`config.mk`:
```
export PLATFORM = sky130hd
export DESIGN_NAME = param_fetch_pipe
export DESIGN_NICKNAME = d
export VERILOG_FILES = /design/src/rtl/param_fetch_pkg.sv /design/src/rtl/param_fetch_fifo.sv /design/src/rtl/param_fetch_pipe.sv
export SDC_FILE = /design/constraint.sdc
export NUM_CORES = 1
export LEC_CHECK = 0
export ABC_AREA = 1
export CAP_MARGIN = 20
export CORE_MARGIN = 2
export CORE_UTILIZATION = 57
export DETAILED_ROUTE_END_ITERATION = 8
export HOLD_SLACK_MARGIN = 0.05
export PLACE_DENSITY = 0.82
export SLEW_MARGIN = 5
export SYNTH_ARGS = -nofsm -noshare
export SYNTH_HDL_FRONTEND = slang
export SYNTH_SLANG_ARGS = --single-unit
```
`constraint.sdc`:
```
create_clock -name clk -period 4.8 [get_ports clk]
set_input_delay 0.96 -clock clk [delete_from_list [all_inputs] [get_ports clk]]
set_output_delay 0.96 -clock clk [all_outputs]
set_load 0.02 [all_outputs]
```
`src/rtl/param_fetch_pkg.sv`:
```
// Shared types for the neuron parameter-fetch pipeline: FSM states, addressing
// modes and the output FIFO entry layout.
package param_fetch_pkg;

  typedef enum logic [1:0] {
    IDLE,
    ISSUE,
    DRAIN
  } state_t;

  localparam logic MODE_DENSE  = 1'b0;
  localparam logic MODE_SPARSE = 1'b1;

  localparam int ENTRY_DATA_W = 16;

  typedef struct packed {
    logic                    last;
    logic [ENTRY_DATA_W-1:0] weight;
    logic [ENTRY_DATA_W-1:0] in_data;
  } fifo_entry_t;

endpackage

```
`src/rtl/param_fetch_fifo.sv`:
```
// Synchronous FIFO with occupancy count; a push on a full FIFO is accepted
// only when a pop happens in the same cycle.
module param_fetch_fifo #(
  parameter int DEPTH = 4,
  parameter int WIDTH = 8
) (
  input  logic                     clk,
  input  logic                     rst,
  input  logic                     push,
  input  logic                     pop,
  input  logic [WIDTH-1:0]         wdata,
  output logic [WIDTH-1:0]         rdata,
  output logic                     full,
  output logic                     empty,
  output logic [$clog2(DEPTH):0]   count
);

  localparam int AW = $clog2(DEPTH);

  logic [WIDTH-1:0] mem [DEPTH];
  logic [AW-1:0]    wr_ptr;
  logic [AW-1:0]    rd_ptr;
  logic             do_push;
  logic             do_pop;

  assign empty   = (count == '0);
  assign full    = (count == (AW+1)'(DEPTH));
  assign do_pop  = pop && !empty;
  assign do_push = push && (!full || do_pop);
  assign rdata   = mem[rd_ptr];

  always_ff @(posedge clk) begin
    if (do_push) mem[wr_ptr] <= wdata;
  end

  always_ff @(posedge clk) begin
    if (rst) begin
      wr_ptr <= '0;
      rd_ptr <= '0;
      count  <= '0;
    end else begin
      if (do_push) wr_ptr <= wr_ptr + 1'b1;
      if (do_pop)  rd_ptr <= rd_ptr + 1'b1;
      count <= count + (AW+1)'(do_push) - (AW+1)'(do_pop);
    end
  end

endmodule

```
`src/rtl/param_fetch_pipe.sv`:
```
// Neuron parameter-fetch stage: issues index/input/weight reads per element,
// tracks them through the memory latency and buffers results in a credited FIFO.
module param_fetch_pipe
  import param_fetch_pkg::*;
#(
  parameter int DATA_W     = 16,
  parameter int ADDR_W     = 16,
  parameter int MEM_LAT    = 1,
  parameter int FIFO_DEPTH = 4
) (
  input  logic              clk,
  input  logic              rst,
  input  logic              start,
  input  logic [ADDR_W-1:0] numInputs,
  input  logic [ADDR_W-1:0] offset,
  input  logic [ADDR_W-1:0] weightBase,
  input  logic [ADDR_W-1:0] indexBase,
  input  logic              sparse,
  output logic [ADDR_W-1:0] indexAddr,
  output logic [ADDR_W-1:0] inputAddr,
  output logic [ADDR_W-1:0] weightAddr,
  output logic              indexRe,
  output logic              dataRe,
  input  logic [DATA_W-1:0] indexVal,
  input  logic [DATA_W-1:0] inputVal,
  input  logic [DATA_W-1:0] weightVal,
  output logic [DATA_W-1:0] neuronInput,
  output logic [DATA_W-1:0] neuronWeight,
  output logic              paramsReady,
  input  logic              readyNextParam,
  output logic              lastParam,
  output logic              busy,
  output logic              done
);

  localparam int CW = $clog2(FIFO_DEPTH) + 1;

  if (DATA_W != ENTRY_DATA_W) begin : g_width_check
    $error("param_fetch_pipe: DATA_W must match ENTRY_DATA_W");
  end

  state_t            state;
  logic [ADDR_W-1:0] num_q, off_q, wb_q, ib_q, cnt_q;
  logic              sparse_q;
  logic [CW-1:0]     inflight;
  logic [CW-1:0]     fifo_count;

  // Stage A (index read) tags, one slot per cycle of memory latency.
  logic              a_v    [MEM_LAT];
  logic [ADDR_W-1:0] a_i    [MEM_LAT];
  logic              a_last [MEM_LAT];

  logic              data_sparse_q;
  logic              data_last_q;
  logic [ADDR_W-1:0] in_addr_q;

  // Data read tags; slot MEM_LAT-1 lines up with returning inputVal/weightVal.
  logic              rd_v    [MEM_LAT];
  logic              rd_last [MEM_LAT];

  logic              idle_go, credit_ok, issue, issue_last;
  logic              dense_issue, sparse_issue, sel_sparse;
  logic [ADDR_W-1:0] issue_i, sel_num, sel_off, sel_wb, sel_ib;
  logic              b_go, b_last;
  logic [ADDR_W-1:0] b_i;
  logic [ADDR_W-1:0] idx_addr, in_addr_now;
  logic              push, pop, fifo_empty, fifo_full;
  fifo_entry_t       push_entry, head;

  always_comb begin
    idle_go      = (state == IDLE) && start && (numInputs != '0);
    credit_ok    = ({1'b0, inflight} + {1'b0, fifo_count}) < (CW+1)'(FIFO_DEPTH);
    issue        = idle_go || ((state == ISSUE) && credit_ok);
    issue_i      = idle_go ? '0         : cnt_q;
    sel_sparse   = idle_go ? sparse     : sparse_q;
    sel_num      = idle_go ? numInputs  : num_q;
    sel_off      = idle_go ? offset     : off_q;
    sel_wb       = idle_go ? weightBase : wb_q;
    sel_ib       = idle_go ? indexBase  : ib_q;
    issue_last   = (issue_i == (sel_num - 1'b1));
    dense_issue  = issue && (sel_sparse == MODE_DENSE);
    sparse_issue = issue && (sel_sparse == MODE_SPARSE);
  end

  assign b_go   = a_v[MEM_LAT-1];
  assign b_i    = a_i[MEM_LAT-1];
  assign b_last = a_last[MEM_LAT-1];

  // Stage B sees indexVal in the same cycle it must present the input address,
  // so the sparse address is formed combinationally and captured for holding.
  assign idx_addr    = ADDR_W'(indexVal);
  assign in_addr_now = idx_addr + off_q;
  assign inputAddr   = data_sparse_q ? in_addr_now : in_addr_q;
  assign indexRe     = a_v[0];

  assign push       = rd_v[MEM_LAT-1];
  assign pop        = !fifo_empty && readyNextParam;
  assign push_entry = '{last:    rd_last[MEM_LAT-1],
                        weight:  ENTRY_DATA_W'(weightVal),
                        in_data: ENTRY_DATA_W'(inputVal)};

  param_fetch_fifo #(
    .DEPTH (FIFO_DEPTH),
    .WIDTH ($bits(fifo_entry_t))
  ) u_fifo (
    .clk   (clk),
    .rst   (rst),
    .push  (push),
    .pop   (pop),
    .wdata (push_entry),
    .rdata (head),
    .full  (fifo_full),
    .empty (fifo_empty),
    .count (fifo_count)
  );

  assign paramsReady  = !fifo_empty;
  assign neuronInput  = fifo_empty ? '0 : DATA_W'(head.in_data);
  assign neuronWeight = fifo_empty ? '0 : DATA_W'(head.weight);
  assign lastParam    = !fifo_empty && head.last;

  always_ff @(posedge clk) begin
    if (rst) begin
      state         <= IDLE;
      num_q         <= '0;
      off_q         <= '0;
      wb_q          <= '0;
      ib_q          <= '0;
      cnt_q         <= '0;
      sparse_q      <= 1'b0;
      inflight      <= '0;
      indexAddr     <= '0;
      weightAddr    <= '0;
      in_addr_q     <= '0;
      dataRe        <= 1'b0;
      data_sparse_q <= 1'b0;
      data_last_q   <= 1'b0;
      busy          <= 1'b0;
      done          <= 1'b0;
      for (int unsigned j = 0; j < MEM_LAT; j++) begin
        a_v[j]     <= 1'b0;
        a_i[j]     <= '0;
        a_last[j]  <= 1'b0;
        rd_v[j]    <= 1'b0;
        rd_last[j] <= 1'b0;
      end
    end else begin
      done <= 1'b0;

      if (state == IDLE && start) begin
        num_q    <= numInputs;
        off_q    <= offset;
        wb_q     <= weightBase;
        ib_q     <= indexBase;
        sparse_q <= sparse;
        if (numInputs == '0) done <= 1'b1;
      end

      if (issue) begin
        cnt_q <= issue_i + 1'b1;
        busy  <= 1'b1;
        state <= issue_last ? DRAIN : ISSUE;
      end

      if (state == DRAIN && pop && head.last) begin
        state <= IDLE;
        busy  <= 1'b0;
        done  <= 1'b1;
      end

      a_v[0] <= sparse_issue;
      if (sparse_issue) begin
        indexAddr <= sel_ib + issue_i;
        a_i[0]    <= issue_i;
        a_last[0] <= issue_last;
      end
      for (int unsigned j = 1; j < MEM_LAT; j++) begin
        a_v[j]    <= a_v[j-1];
        a_i[j]    <= a_i[j-1];
        a_last[j] <= a_last[j-1];
      end

      dataRe        <= dense_issue || b_go;
      data_sparse_q <= b_go;
      data_last_q   <= dense_issue ? issue_last : b_last;
      if (data_sparse_q) in_addr_q <= in_addr_now;
      if (dense_issue) begin
        weightAddr <= sel_wb + issue_i;
        in_addr_q  <= sel_off + issue_i;
      end else if (b_go) begin
        weightAddr <= wb_q + b_i;
      end

      rd_v[0]    <= dataRe;
      rd_last[0] <= data_last_q;
      for (int unsigned j = 1; j < MEM_LAT; j++) begin
        rd_v[j]    <= rd_v[j-1];
        rd_last[j] <= rd_last[j-1];
      end

      inflight <= inflight + CW'(issue) - CW'(push);
    end
  end

endmodule

```
==> summary.md <==
| Metric | Value |
|---|---|
| Critical path origin | indexVal[0] |
| Vias/cell | 5.61 |
| Syn Inst Count | 2060 |
| DR vias | 15100 |
| R2R depth | 22 |
| Worst-skew pair later-pin latency | 0.58 ns |
| Antenna violations before repair | 0 |
| DR iter-0 viols | 1398 |
| Clock buffer depth | 3 |
| Inserted Diodes | 0 |
| Register cell area after layout | 7500 sq um |
| Initial core utilization | 0.583 |
| Rows | 61 |
| Die ar. | 30000 sq um |
| Worst slew pin tran | 0.836 ns |
| RR Endpoint | in_addr_q[12] |
| Worst path max stage delay | 0.66 ns |
| Total GRT Usage | 0.310 |
| IO buf count | 202 |
| Largest net degree at the start of global routing | 69 |
| Met2 GRT Util | 0.527 |
| Setup ws final | 0.124 ns |
| Ys Warns | 0 |
| Total gr overflow | 0 |
| Routed Wire Length | 47500 microns |
| Reg2Reg Launch Point | state[0] |
| Worst clock skew | 0.0144 ns |
| Vias in the first global route | 14500 |
| DIE WIDTH | 173 microns |
| Ys async rst share | 0 |
| CTS tree | done |
| Synth cell types | 50 |
| Setup TNS | 0 ns |
| Most frequent cells in the layout | nand2_1, nor2_1, o21ai_0 |
| CTS root buffer | clkbuf_16 |
| Seq/Total Area, Yosys | 0.459 |
| Fin crit period | 4.68 ns |
| Slew HR | 0.440 |
| Final Cycle Share | 0.974 |
| Synthesized Nets | 2271 |
| Pins Over Slew Limit | 0 |
| Grt met3 use | 0.0434 |
| Final setup violation count | 0 |
| Clock tree sinks | 300 |
| Reg clk slew, reported paths | 0.06 ns |
| Layout cells sized above 1 | 0.0837 |
| Placer congestion estimate | 0.952 |
| Tot Pwr | 9130 uW |
| CP Capture Type | output pin |
| Filler cells | 2136 |
| Worst path slowest cell | clkdlybuf4s50_1 |
| WP data arrival | 3.72 ns |
| Routed WL per cell | 17.6 microns |
| CTS buffer count | 31 |
| Critical Path RT | 3.84 ns |
| Commonest non-fill, non-tap cell in the layout | nand2_1 |
| Pre-CTS setup slack | -0.333 ns |
| Worst ir drop on vdd | 0.287 mV |
| GRT Max-Usage Layer | met2 |
| Dominant synthesized flop cell | dfxtp_1 |
| Post-synth EDFFs | 149 |
| CP Cell Sequence | clkdlybuf4s50_1 > ha_1 > inv_1 > fa_1 > inv_1 > nand3_1 > nand2_1 > a21oi_1 > nor2_1 > o2bb2ai_2 > xor2_1 > o21ai_0 > clkdlybuf4s50_1 |
| Worst Path Max Fanout | 3 |
| Power Density | 452 nW/um^2 |
| Final core occ | 0.722 |
| Max Cap Viol | 0 |
| HPWL after detailed placement | 33400 microns |
| Critical path class | in -> out |
| Synthesis-stage register bit count | 300 |
| H-tree levels | 1 |
| Met1 capacity usage during global routing | 0.404 |
| Syn-to-layout area delta | 23.9% |
| Synth Cell Area | 16300 sq um |
| Fmax | 0.214 GHz |
| First-pass GRT wire length | 75100 microns |
| Reg2Reg Setup Slack | 1.22 ns |
| Unrepaired setup endpoints after global routing | no |
| Final routed DRC violation total | 0 |
| Core box area | 28000 sq um |
| Min-Delay Path Class | reg -> reg |
| Synth Area per Inst | 7.93 sq um |
| Final nets | 2504 |
| Leak | 0.00873 uW |
| DRT Pass-1 Iters | 6 |
| Area taken by multi-input logic gates | 7890 sq um |
| CTS Hold Bufs | 0 |
| Top Ports | 203 |
| Startpoint Class | primary input |
| Status | finished, final reports clean |
| Final Hold Viols | 0 |
| Setup crit end | inputAddr[10] |
| Chip height | 173 microns |
| Antenna viol nets, final | 0 |
==> cell usage after synthesis (4+ instances only) <==
library cell / instances / area [sq um]
nor2_2: 8 / 50.1
a31oi_1: 8 / 50.1
or2_2: 6 / 37.5
o21ai_1: 4 / 20.0
buf_6: 4 / 45.0
a21o_1: 4 / 30.0
nand2_1: 421 / 1580
o21bai_1: 5 / 37.5
nand3b_1: 4 / 30.0
edfxtp_1: 149 / 4470
a21oi_1: 170 / 851
a211oi_1: 5 / 37.5
nor3_1: 12 / 60.1
inv_1: 158 / 593
buf_1: 6 / 22.5
nor2_1: 347 / 1300
xor2_1: 34 / 298
o21ai_0: 228 / 1140
nand2_2: 17 / 106
fa_1: 7 / 140
nor2_4: 6 / 67.6
and2_1: 5 / 31.3
inv_2: 9 / 33.8
ha_1: 87 / 1090
nand3_1: 63 / 315
xnor2_1: 31 / 272
nand4_1: 8 / 50.1
dfxtp_1: 151 / 3020
clkbuf_1: 66 / 248
a21boi_0: 4 / 30.0
==> final cells by class <==
type	instances	area share
Multi-Input combinational cell	1512	0.390
Sequential cell	300	0.371
Timing Repair Buffer	280	0.130
Clock buffer	42	0.0434
Inverter	168	0.0312
Tap cell	378	0.0234
Clock inverter	16	0.0110
==> kinds of logic after synthesis <==
family | Yosys count | synth area share
multiplexers | 1 | 0.000613
flip-flops | 300 | 0.459
buffers and inverters | 248 | 0.0593
XOR/XNOR | 65 | 0.0349
AO/OA/AOI/OAI | 445 | 0.143
adder cells (fa/ha/maj) | 94 | 0.0753
AND/OR/NAND/NOR | 907 | 0.228
==> power by group <==
group / internal (uW) / switching (uW) / total (uW) / leakage (uW)
clock: 1550 / 1030 / 2580 / 0.000544
combinational: 1320 / 2110 / 3430 / 0.00557
sequential: 2960 / 159 / 3120 / 0.00261
==> critical path: cells and delay by family <==
| kind | cells | cell delay, ns |
|---|---|---|
| buf+inv | 4 | 1.28 |
| xor+xnor | 1 | 0.15 |
| simple gates | 3 | 0.32 |
| fa+ha+maj | 2 | 0.53 |
| compound gates | 3 | 0.47 |
==> metal layers <==
metal / wire (microns) / share of wire
met5: 0 / 0
met4: 1820 / 0.038
met3: 3630 / 0.076
met2: 22500 / 0.47
met1: 19500 / 0.41
==> stage by stage <==
stage | std cells | cell area [sq um] | hold WS [ns]
after CTS | 2696 | 20200 | 0.406
final | 2696 | 20200 | 0.406
after floorplan | 2060 | 16300 | 0.388
after global placement | 2638 | 19100 | 0.396
after global routing | 2696 | 20200 | 0.439
after detailed placement | 2638 | 19100 | 0.395
==> state kept, by name, indices dropped and copies added (netlist names), 2 cells and up, named ones only <==
signal and flops:
a_i 16, u_fifo.rd_ptr 2, off_q 16, ib_q 16, wb_q 16, cnt_q 16
num_q 16, u_fifo.wr_ptr 2, u_fifo.mem 132, indexAddr 16, u_fifo.count 3, weightAddr 16
in_addr_q 16, state 2, inflight 3
==> worst min path at each step <==
stage / cells after the start / endpoint / slack (ns) / from
floorplan: 2 / rd_last[0] / 0.39 / data_last_q
global placement: 2 / rd_last[0] / 0.40 / data_last_q
detailed placement: 2 / rd_last[0] / 0.40 / data_last_q
CTS: 2 / rd_last[0] / 0.41 / data_last_q
global route: 2 / rd_last[0] / 0.44 / data_last_q
finish: 2 / rd_last[0] / 0.41 / data_last_q
==> timing repair <==
item | in CTS | in global routing
endpoints found under the setup margin | 5 | 7
hold endpoints to repair | 0 | 0
buffers inserted | 0 | 0
resized for setup | 8 | 8
Note: power is estimated with default switching activity, not from simulation.
==> RTL change, RTL diff (config.mk and constraints unchanged) <==
Set the parameter `MEM_LAT` to 2 (it was 1). Comments in the files are not updated.
--- a/src/rtl/param_fetch_pipe.sv
+++ b/src/rtl/param_fetch_pipe.sv
@@ -5,7 +5,7 @@
 #(
   parameter int DATA_W     = 16,
   parameter int ADDR_W     = 16,
-  parameter int MEM_LAT    = 1,
+  parameter int MEM_LAT    = 2,
   parameter int FIFO_DEPTH = 4
 ) (
   input  logic              clk,
Check against the original RTL: not equivalent (a bounded check fails within 4 cycles, from zero or initial values and one cycle with rst high).
==> RTL change against the unedited design <==
- largest cell class unchanged
- worst setup slack improved by 28 ps
- register-to-register slack improved by 150 ps
- sequential share of layout area rose by 1.6 points
- area after synthesis rose by 5.1%
- cell area rose by 3.2%
- routed wire length fell by 1.6%
- core utilization fell by 1.8 points
- sequential cell count rose by 20
- fmax rose by 0.61%
- total power rose by 0.19%
- largest power group is now sequential cells
==> RTL change: results (changes against the unedited design) <==
* CTS root buf: clkbuf_16
* Global-route usage over all layers at 29.5% (-1.5 points)
* Worst-Margin Slew at 940 ps (+104 ps)
* Top cells by area, synth: edfxtp_1, dfxtp_1, nand2_1
* Top delay family on crit path: buffers and inverters
* Worst hold path class: flip-flop to flip-flop
* Post-synth EDFFs at 166 (+11%)
* PortBufs at 202 (unchanged)
* Largest net degree at the start of global routing at 80 (+16%)
* CP Max Fanout at 3 (unchanged)
* CP arrival at 3690 ps (-30 ps)
* Dpl cells at 2695 (+2.2%)
* Comb pwr share at 34.4% (-3.2 points)
* YS warnings at 0 (unchanged)
* Avg Inst Size Synth at 8.07 um^2 (+1.8%)
* Drt pass-1 iters at 5 (-1)
* Netlist cell types at 55 (+10%)
* Die Footprint at 31500 um^2 (+5.0%)
* CP max stage delay at 600 ps (-60 ps)
* Post-DP HPWL at 32100 um (-3.8%)
* Initial DRC Count at 1573 (+13%)
* Clock group at 2690 uW (+4%)
* CTS clock-pin slew for the worst setup and hold paths at 60 ps (about the same)
* Max FFs per register at 132 (unchanged)
* First-pass GRT wire length at 73900 um (-1.6%)
* Placed Area at 19700 um^2 (+3.2%)
* Final Hold Fails at 0 (unchanged)
* Critical-path top delay cell: clkdlybuf4s50_1
* Number of CTS-inserted buffers at 36 (+16%)
* Nets at 2554 (+2.0%)
* Outcome: finished clean
* Routed wire length at 46700 um (-1.6%)
* Final GP Congestion at 0.945 (-0.74%)
* Post-synth top cells: nand2_1, nor2_1, o21ai_0
* Primary FF master, synth: edfxtp_1
* Via/cell ratio at 5.56 (-0.98%)
* Pins Over Slew Limit at 0 (unchanged)
* Clk_lat worst skew at 530 ps (-50 ps)
* Final std cells w/o fill at 2760 (+2.4%)
* Initial antenna violation count at 1 (+1)
* Post-Route Utilization at 70.4% (-1.8 points)
* H-tree depth at 2 (+1)
* Clk_skew at 21.4 ps (+6.95 ps)
* Peak supply drop at 0.259 mV (-9.6%)
* Postcts setup bufs at 0 (unchanged)
* Post-place setup slack at -62.5 ps (+270 ps)
* Layout cells sized above 1 at 6.88% (-1.5 points)
* CTS max path bufs at 3 (unchanged)
* Regs by FF count: u_fifo.mem x132, a_i x32
* Seq/Total Area, Yosys at 47.0% (+1.1 points)
* Sw Ratio at 35.4% (-0.73 points)
* Synth async-reset ratio at 0% (unchanged)
* Vias in the first global route at 14.7k (+1.2%)
* Net Switching at 3240 uW (-1.8%)
* Leak pwr at 0.00887 uW (+1.6%)
==> RTL change: cell types whose count changed in the layout (fill, tap and decap cells not counted), sizes merged, moves of 3 or more <==
cell and change:
and2 -3, conb +17, o21bai -4, edfxtp +17
a31oi +8, nor3 +3, clkbuf +5, nand2 -8
nand3 +18, xor2 -4, nor2 +29, buf -36
dfxtp +3
==> RTL change: layer usage <==
metal	wire [um]	track usage [%]
met1	20000	40.3
met3	3340	3.64
met5	0	0
met4	1520	10.4
met2	21900	48.3
==> RTL change: cell type report <==
class | instances | area (um^2)
clock buffers | 47 | 952
repair buffers | 244 | 2350
well taps | 390 | 488
multi-input cells | 1573 | 8190
diodes | 1 | 2.50
inverters | 168 | 636
flip-flops and latches | 320 | 8070
fillers | 2301 | 8760
clock inverters | 17 | 194
==> RTL change: worst paths after layout <==
check                    from        endpoint  slack (ps)  depth (start not counted)
setup / recovery  indexVal[2]   inputAddr[13]         150                         14
hold / removal    data_last_q   rd_last[0][0]         400                          2
setup reg to reg     state[0]  weightAddr[15]        1370                         18
hold reg to reg   data_last_q   rd_last[0][0]         400                          2
==> RTL change: repair_timing <==
item                       4_1_cts  5_1_grt
pin swaps                        0        0
gates resized for setup          3        7
gates cloned                     0        0
setup endpoints to repair        4        6
==> RTL change: cell families after synthesis <==
logic type	synth area share, %
buffers and inverters	5.79
and+or+nand+nor	22.8
AOI/OAI and AO/OA	14.1
other	0.0218
xor gates and xnor gates	3.11
DFF	47.0
adders and majority gates	7.16
==> RTL change: tightest hold or removal path: stages, from the launching register on <==
cell     delay, ps
dfxtp_1        290
inv_1           40
nor2_1          30
